### config.mk
export PLATFORM = sky130hd
export DESIGN_NAME = ufi_master_arbiter
export DESIGN_NICKNAME = d
export VERILOG_FILES = /design/src/rtl/ufi_pkg.sv /design/src/rtl/ufi_rr_picker.sv /design/src/rtl/ufi_master_arbiter.sv
export SDC_FILE = /design/constraint.sdc
export NUM_CORES = 1
export LEC_CHECK = 0
export ABC_CLOCK_PERIOD_IN_PS = 2700
export BUFFER_PORTS_ARGS = -buffer_cell sky130_fd_sc_hd__buf_2
export CORE_AREA = 2 2 84 86
export DETAILED_ROUTE_END_ITERATION = 8
export DIE_AREA = 0 0 86 88
export PLACE_DENSITY = 0.73
export SKIP_LAST_GASP = 1
export SLEW_MARGIN = 10
export SYNTH_ARGS = -nofsm -noshare
export SYNTH_HDL_FRONTEND = slang
export SYNTH_HIERARCHICAL = 1
export SYNTH_SLANG_ARGS = --single-unit
export TNS_END_PERCENT = 30
### constraint.sdc
create_clock -name iUfiClk -period 2.7 [get_ports iUfiClk]
set_clock_uncertainty 0.05 [all_clocks]
set_input_delay 0.135 -clock iUfiClk [delete_from_list [all_inputs] [get_ports iUfiClk]]
set_output_delay 0.135 -clock iUfiClk [all_outputs]
set_load 0.005 [all_outputs]
### src/rtl/ufi_pkg.sv
// Shared arbiter types: FSM states, one-hot master IDs and the default burst cap.
package ufi_pkg;

    typedef enum logic [1:0] {
        IDLE = 2'd0,
        XFER = 2'd1,
        GAP  = 2'd2
    } ufiState_e;

    localparam logic [2:0] VTB = 3'b001;
    localparam logic [2:0] ATB = 3'b010;
    localparam logic [2:0] MCS = 3'b100;

    localparam int BURST_MAX_DEFAULT = 64;

endpackage

### src/rtl/ufi_rr_picker.sv
// Two-way Atb/Mcs round-robin picker; the caller owns the turn pointer.
// Latency: combinational. Backpressure: none, grants are only sampled in IDLE.
// A lone requester always wins; on contention the pointer decides.
module ufi_rr_picker (
    input  logic iReqAtb,
    input  logic iReqMcs,
    input  logic iPreferMcs,
    output logic oGntAtb,
    output logic oGntMcs
);

    assign oGntAtb = iReqAtb & (~iPreferMcs | ~iReqMcs);
    assign oGntMcs = iReqMcs & ( iPreferMcs | ~iReqAtb);

endmodule

### src/rtl/ufi_master_arbiter.sv
// Three-master UFI arbiter in front of one RAM slave: Vtb fixed priority, Atb/Mcs round-robin.
// Latency: request-to-grant 1 cycle; strobes and read returns pass combinationally.
// Backpressure: iSUfiRdy gates slave strobes and master Rdy; bursts end with a 1-cycle GAP.
module ufi_master_arbiter
    import ufi_pkg::*;
#(
    parameter int pUfiBusWidth = 12,
    parameter int pBusAdrsBit  = 32,
    parameter int pUfiIdNumber = 3,
    parameter int pBurstMax    = BURST_MAX_DEFAULT
) (
    input  logic                    iUfiClk,
    input  logic                    iUfiRst,
    input  logic                    iMUfiVdVtb,
    input  logic                    iMUfiVdAtb,
    input  logic                    iMUfiVdMcs,
    input  logic [pBusAdrsBit-1:0]  iMUfiAdrsVtb,
    input  logic [pBusAdrsBit-1:0]  iMUfiAdrsAtb,
    input  logic [pBusAdrsBit-1:0]  iMUfiAdrsMcs,
    input  logic                    iMUfiWEdVtb,
    input  logic                    iMUfiWEdAtb,
    input  logic                    iMUfiWEdMcs,
    input  logic                    iMUfiREdVtb,
    input  logic                    iMUfiREdAtb,
    input  logic                    iMUfiREdMcs,
    input  logic [pUfiBusWidth-1:0] iMUfiWdVtb,
    input  logic [pUfiBusWidth-1:0] iMUfiWdMcs,
    input  logic                    iMUfiCmdVtb,
    input  logic                    iMUfiCmdMcs,
    output logic                    oMUfiRdyVtb,
    output logic                    oMUfiRdyAtb,
    output logic                    oMUfiRdyMcs,
    output logic                    oMUfiEddVtb,
    output logic                    oMUfiEddAtb,
    output logic                    oMUfiEddMcs,
    output logic [pUfiBusWidth-1:0] oMUfiRd,
    output logic [pUfiBusWidth-1:0] oSUfiWd,
    output logic [pBusAdrsBit-1:0]  oSUfiAdrs,
    output logic                    oSUfiWEd,
    output logic                    oSUfiREd,
    output logic                    oSUfiCmd,
    output logic [pUfiIdNumber-1:0] oSUfiIdO,
    input  logic [pUfiBusWidth-1:0] iSUfiRd,
    input  logic                    iSUfiREd,
    input  logic [pUfiIdNumber-1:0] iSUfiIdI,
    input  logic                    iSUfiRdy
);

    localparam int CntW = $clog2(pBurstMax + 1);

    typedef struct packed {
        logic [pBusAdrsBit-1:0]  adrs;
        logic [pUfiBusWidth-1:0] wd;
        logic                    wEd;
        logic                    rEd;
        logic                    cmd;
    } ufiReq_t;

    ufiState_e               state, stateNext;
    logic [pUfiIdNumber-1:0] grant, grantNext;
    logic [CntW-1:0]         burstCnt, burstCntNext;
    logic                    rrMcs, rrMcsNext;

    ufiReq_t reqVtb, reqAtb, reqMcs, reqSel;
    logic    vdSel, accept, anyVd, pickAtb, pickMcs, idOneHot;

    // Atb is a read-only master: no write data, command pinned to read.
    assign reqVtb = '{adrs: iMUfiAdrsVtb, wd: iMUfiWdVtb, wEd: iMUfiWEdVtb,
                      rEd: iMUfiREdVtb, cmd: iMUfiCmdVtb};
    assign reqAtb = '{adrs: iMUfiAdrsAtb, wd: '0, wEd: iMUfiWEdAtb,
                      rEd: iMUfiREdAtb, cmd: 1'b1};
    assign reqMcs = '{adrs: iMUfiAdrsMcs, wd: iMUfiWdMcs, wEd: iMUfiWEdMcs,
                      rEd: iMUfiREdMcs, cmd: iMUfiCmdMcs};

    assign anyVd = iMUfiVdVtb | iMUfiVdAtb | iMUfiVdMcs;

    ufi_rr_picker uRrPicker (
        .iReqAtb    (iMUfiVdAtb),
        .iReqMcs    (iMUfiVdMcs),
        .iPreferMcs (rrMcs),
        .oGntAtb    (pickAtb),
        .oGntMcs    (pickMcs)
    );

    always_comb begin
        reqSel = '0;
        vdSel  = 1'b0;
        unique case (grant)
            pUfiIdNumber'(VTB): begin reqSel = reqVtb; vdSel = iMUfiVdVtb; end
            pUfiIdNumber'(ATB): begin reqSel = reqAtb; vdSel = iMUfiVdAtb; end
            pUfiIdNumber'(MCS): begin reqSel = reqMcs; vdSel = iMUfiVdMcs; end
            default: ;
        endcase
    end

    assign accept = (reqSel.wEd | reqSel.rEd) & iSUfiRdy;

    always_comb begin
        stateNext    = state;
        grantNext    = grant;
        burstCntNext = burstCnt;
        rrMcsNext    = rrMcs;
        unique case (state)
            IDLE: begin
                burstCntNext = '0;
                if (anyVd) begin
                    stateNext = XFER;
                    if (iMUfiVdVtb) begin
                        grantNext = pUfiIdNumber'(VTB);
                    end else if (pickAtb) begin
                        grantNext = pUfiIdNumber'(ATB);
                        rrMcsNext = 1'b1;
                    end else if (pickMcs) begin
                        grantNext = pUfiIdNumber'(MCS);
                        rrMcsNext = 1'b0;
                    end
                end
            end
            XFER: begin
                if (accept) begin
                    burstCntNext = burstCnt + CntW'(1);
                end
                // The strobe in the exit cycle has already been forwarded above.
                if (!vdSel || burstCntNext == CntW'(pBurstMax)) begin
                    stateNext    = GAP;
                    grantNext    = '0;
                    burstCntNext = '0;
                end
            end
            GAP: begin
                stateNext = IDLE;
                grantNext = '0;
            end
            default: begin
                stateNext = IDLE;
                grantNext = '0;
            end
        endcase
    end

    always_ff @(posedge iUfiClk) begin
        if (!iUfiRst) begin
            state    <= IDLE;
            grant    <= '0;
            burstCnt <= '0;
            rrMcs    <= 1'b0;
        end else begin
            state    <= stateNext;
            grant    <= grantNext;
            burstCnt <= burstCntNext;
            rrMcs    <= rrMcsNext;
        end
    end

    // Gate by reset so a grant left over from before the reset edge never leaks out.
    assign oMUfiRdyVtb = grant[0] & iSUfiRdy & iUfiRst;
    assign oMUfiRdyAtb = grant[1] & iSUfiRdy & iUfiRst;
    assign oMUfiRdyMcs = grant[2] & iSUfiRdy & iUfiRst;

    assign oSUfiWEd  = reqSel.wEd & iSUfiRdy & iUfiRst;
    assign oSUfiREd  = reqSel.rEd & iSUfiRdy & iUfiRst;
    assign oSUfiCmd  = reqSel.cmd & iUfiRst;
    assign oSUfiWd   = iUfiRst ? reqSel.wd   : '0;
    assign oSUfiAdrs = iUfiRst ? reqSel.adrs : '0;
    assign oSUfiIdO  = iUfiRst ? grant       : '0;

    // Read returns follow their tag, not the current grant.
    assign idOneHot = (iSUfiIdI != '0) &&
                      ((iSUfiIdI & (iSUfiIdI - pUfiIdNumber'(1))) == '0);
    assign oMUfiEddVtb = iSUfiREd & idOneHot & iSUfiIdI[0];
    assign oMUfiEddAtb = iSUfiREd & idOneHot & iSUfiIdI[1];
    assign oMUfiEddMcs = iSUfiREd & idOneHot & iSUfiIdI[2];
    assign oMUfiRd     = iSUfiRd;

endmodule

==> impl_metrics.tcl <==
set metrics [dict create \
    wl_um 8230 \
    overflow 0 \
    drive_gt1_share_pct 45.6 \
    cp.arrival_ps 2540 \
    cts-root-buf "clkbuf_8" \
    htree_num_levels 1 \
    synth.yosys.seq_area_share_pct 12.6 \
    timing.final.ws_setup_ps 242 \
    yosysTopAreaCell "a22oi_1" \
    grt_antenna_before_repair 0 \
    yosysMostFrequentCell "nor2_1" \
    worst-endpoint-required_ps 2780 \
    synth_cells 323 \
    worst_ir_drop_vdd_mv 0.135 \
    ys_warn_count 6 \
    critPathKind "reg2reg" \
    syn_avg_cell_area_um2 6.38 \
    worstSetupStartpointType "flop" \
    drv_cap 0 \
    pre_cts_ws_ps 189 \
    setup_violations 0 \
    io_buffers 193 \
    slew_headroom_pct 47.4 \
    grt_pass1_vias 2532 \
    ys_ff_latch 13 \
    n_fill_cell 657 \
    cpMostUsedCell "a211oi_2" \
    hold_viol 0 \
    ctsResizeCount 0 \
    path_max_fanout 10 \
    synthesis.area_um2 2060 \
    clk_latency_ps 240 \
    slowest_stage "dfxtp_1" \
    rsz0062_at_grt "false" \
    rows 30 \
    slowest_delay_ps 510 \
    outcome "complete, no violations" \
    finalNonFillerCells 567 \
    period_share_pct 91.0 \
    cts_hold_buffers 0 \
    synth_edf_count 0 \
    powerDensity_nw_per_um2 242 \
    dpl.cell_count 563 \
    nets 639 \
    worst_pin_slew_ps 788 \
    start_util_pct 31.0 \
    diodes 0 \
    grt_max_degree 38 \
    drc_errors 0 \
    vias 2967 \
    static-leakage-power_uw 0.00149 \
    path_clk_slew_ps 60 \
    ys.flop_type "dfxtp_1" \
    synth_nets 474 \
    clockBufferDepth 2 \
    first_pass_iters 5 \
    tritoncts "done" \
    cts_buffers 3 \
    gp_congestion 0.872 \
    cp_cell_sequence "nor3b_4 -> a211oi_2 -> a211oi_2 -> mux2i_1 -> a41oi_4 -> a21oi_2 -> o22ai_1" \
    fmax_mhz 407 \
    yosys-top-cells-count "nor2_1 (82), a22oi_1 (44), a21oi_1 (37)" \
    coreArea_um2 6640 \
    wl_per_cell_um 14.5 \
    syn_to_final_growth_pct 47.2 \
    grt_pass1_wl_um 11900 \
    hp-class "in2reg" \
    drt-vias-per-instance 5.23 \
    synth_cell_types 47 \
    die_h_um 88 \
    postCtsSetupBuffers 0 \
    slew_viol_final 0 \
    fin_tns_setup_ps 0 \
    fin_crit_ps 2460 \
    io_pins 218 \
    utilization_pct 45.7 \
    grtUsageTotal_pct 19.2 \
    multi_input_area_um2 1580 \
    cts_sinks 13 \
    async_flop_share_pct 0 \
    fp.dieW_um 86 \
    die_area_um2 7570 \
    dpl.hpwl_um 6620 \
    drt_iter0_drc 268 \
    ant_nets 0 \
    synth.area.top_cells "a22oi_1 (16%), nor2_1 (15%), dfxtp_1 (13%), a21oi_1 (9.0%), buf_4 (4.7%)" \
    seqCellArea_um2 263 \
    cp-end-kind "flop" \
    yosys.area.top_type_share_pct 16.0 \
]
## state kept, by name, indices dropped and copies added, names as in the netlist
register and count:
burstCnt 7, grant 3, rrMcs 1, state 2
## power by group
part / leakage (µW) / switching (µW) / internal [µW]
sequential: 0.000107 / 13.6 / 199
combinational: 0.00136 / 179 / 165
clock: 0.0000228 / 73.7 / 104
total: 0.00149 / 267 / 468
## cell usage in the layout (no fill, tap or decap), types with 3 or more instances in the layout
cell type and instances:
nand3b_1 4, dfxtp_1 11, buf_4 8, a22oi_1 44, and3_1 4, o21a_1 4
a21oi_1 37, a211oi_2 4, and2_1 5, clkbuf_8 3, nand2b_1 3, nand2_1 14
nor4bb_1 3, o21ai_0 5, o21ai_1 3, nand3_1 8, buf_2 193, inv_1 5
a21boi_0 3, nor2_1 82, a21boi_1 5
## per-layer routing
layer	wire, µm	part of all wire [%]	vias to the layer above	track usage [%]
li1	-	-	1468	-
met1	3240	39	1304	25.2
met2	4090	50	193	33.0
met3	871	11	2	4.05
met4	24	0.29	0	3.03
met5	0	0	-	0
## path summary, 6_finish.rpt
kind                            startpoint                        to  slack (ps)  cells past startpoint
hold reg to reg   burstCnt[6]$_SDFFE_PN0P_  burstCnt[6]$_SDFFE_PN0P_         420                      2
setup reg to reg     grant[0]$_SDFFE_PN0P_  burstCnt[1]$_SDFFE_PN0P_         240                      7
setup / recovery     grant[0]$_SDFFE_PN0P_  burstCnt[1]$_SDFFE_PN0P_         240                      7
hold / removal                  iMUfiVdVtb     grant[0]$_SDFFE_PN0P_         150                      3
## per-stage QoR
| stage | hold slack, ps | instance area [µm²] | power (µW) |
|---|---|---|---|
| floorplan | 220 | 2060 | 409 |
| global placement | 220 | 2990 | 553 |
| detailed placement | 220 | 2990 | 559 |
| CTS | 150 | 3030 | 739 |
| global route | 155 | 3040 | 788 |
| finish | 151 | 3040 | 734 |
## cells by family after synthesis
kind of cell,synth area share [%]
AO/OA/AOI/OAI,39.7
XOR/XNOR,1.70
adder cells (fa/ha/maj),0.607
buffers and inverters,10.9
flip-flops,12.6
multiplexers,0.971
AND/OR/NAND/NOR,33.5
## worst max-delay path: cells and delay by family (launching register included)
kind	cells	cell delay, ps
AO/OA/AOI/OAI	5	1090
flip-flops	1	510
AND/OR/NAND/NOR	1	380
multiplexers	1	330
## cell type report
class	instances	area share, %
timing repair buffer	201	33.8
multi-input combinational	264	52.1
tap	80	3.30
sequential	13	8.66
inverter	5	0.618
clock buffer	4	1.48
Power figures use the tool's default switching activity.
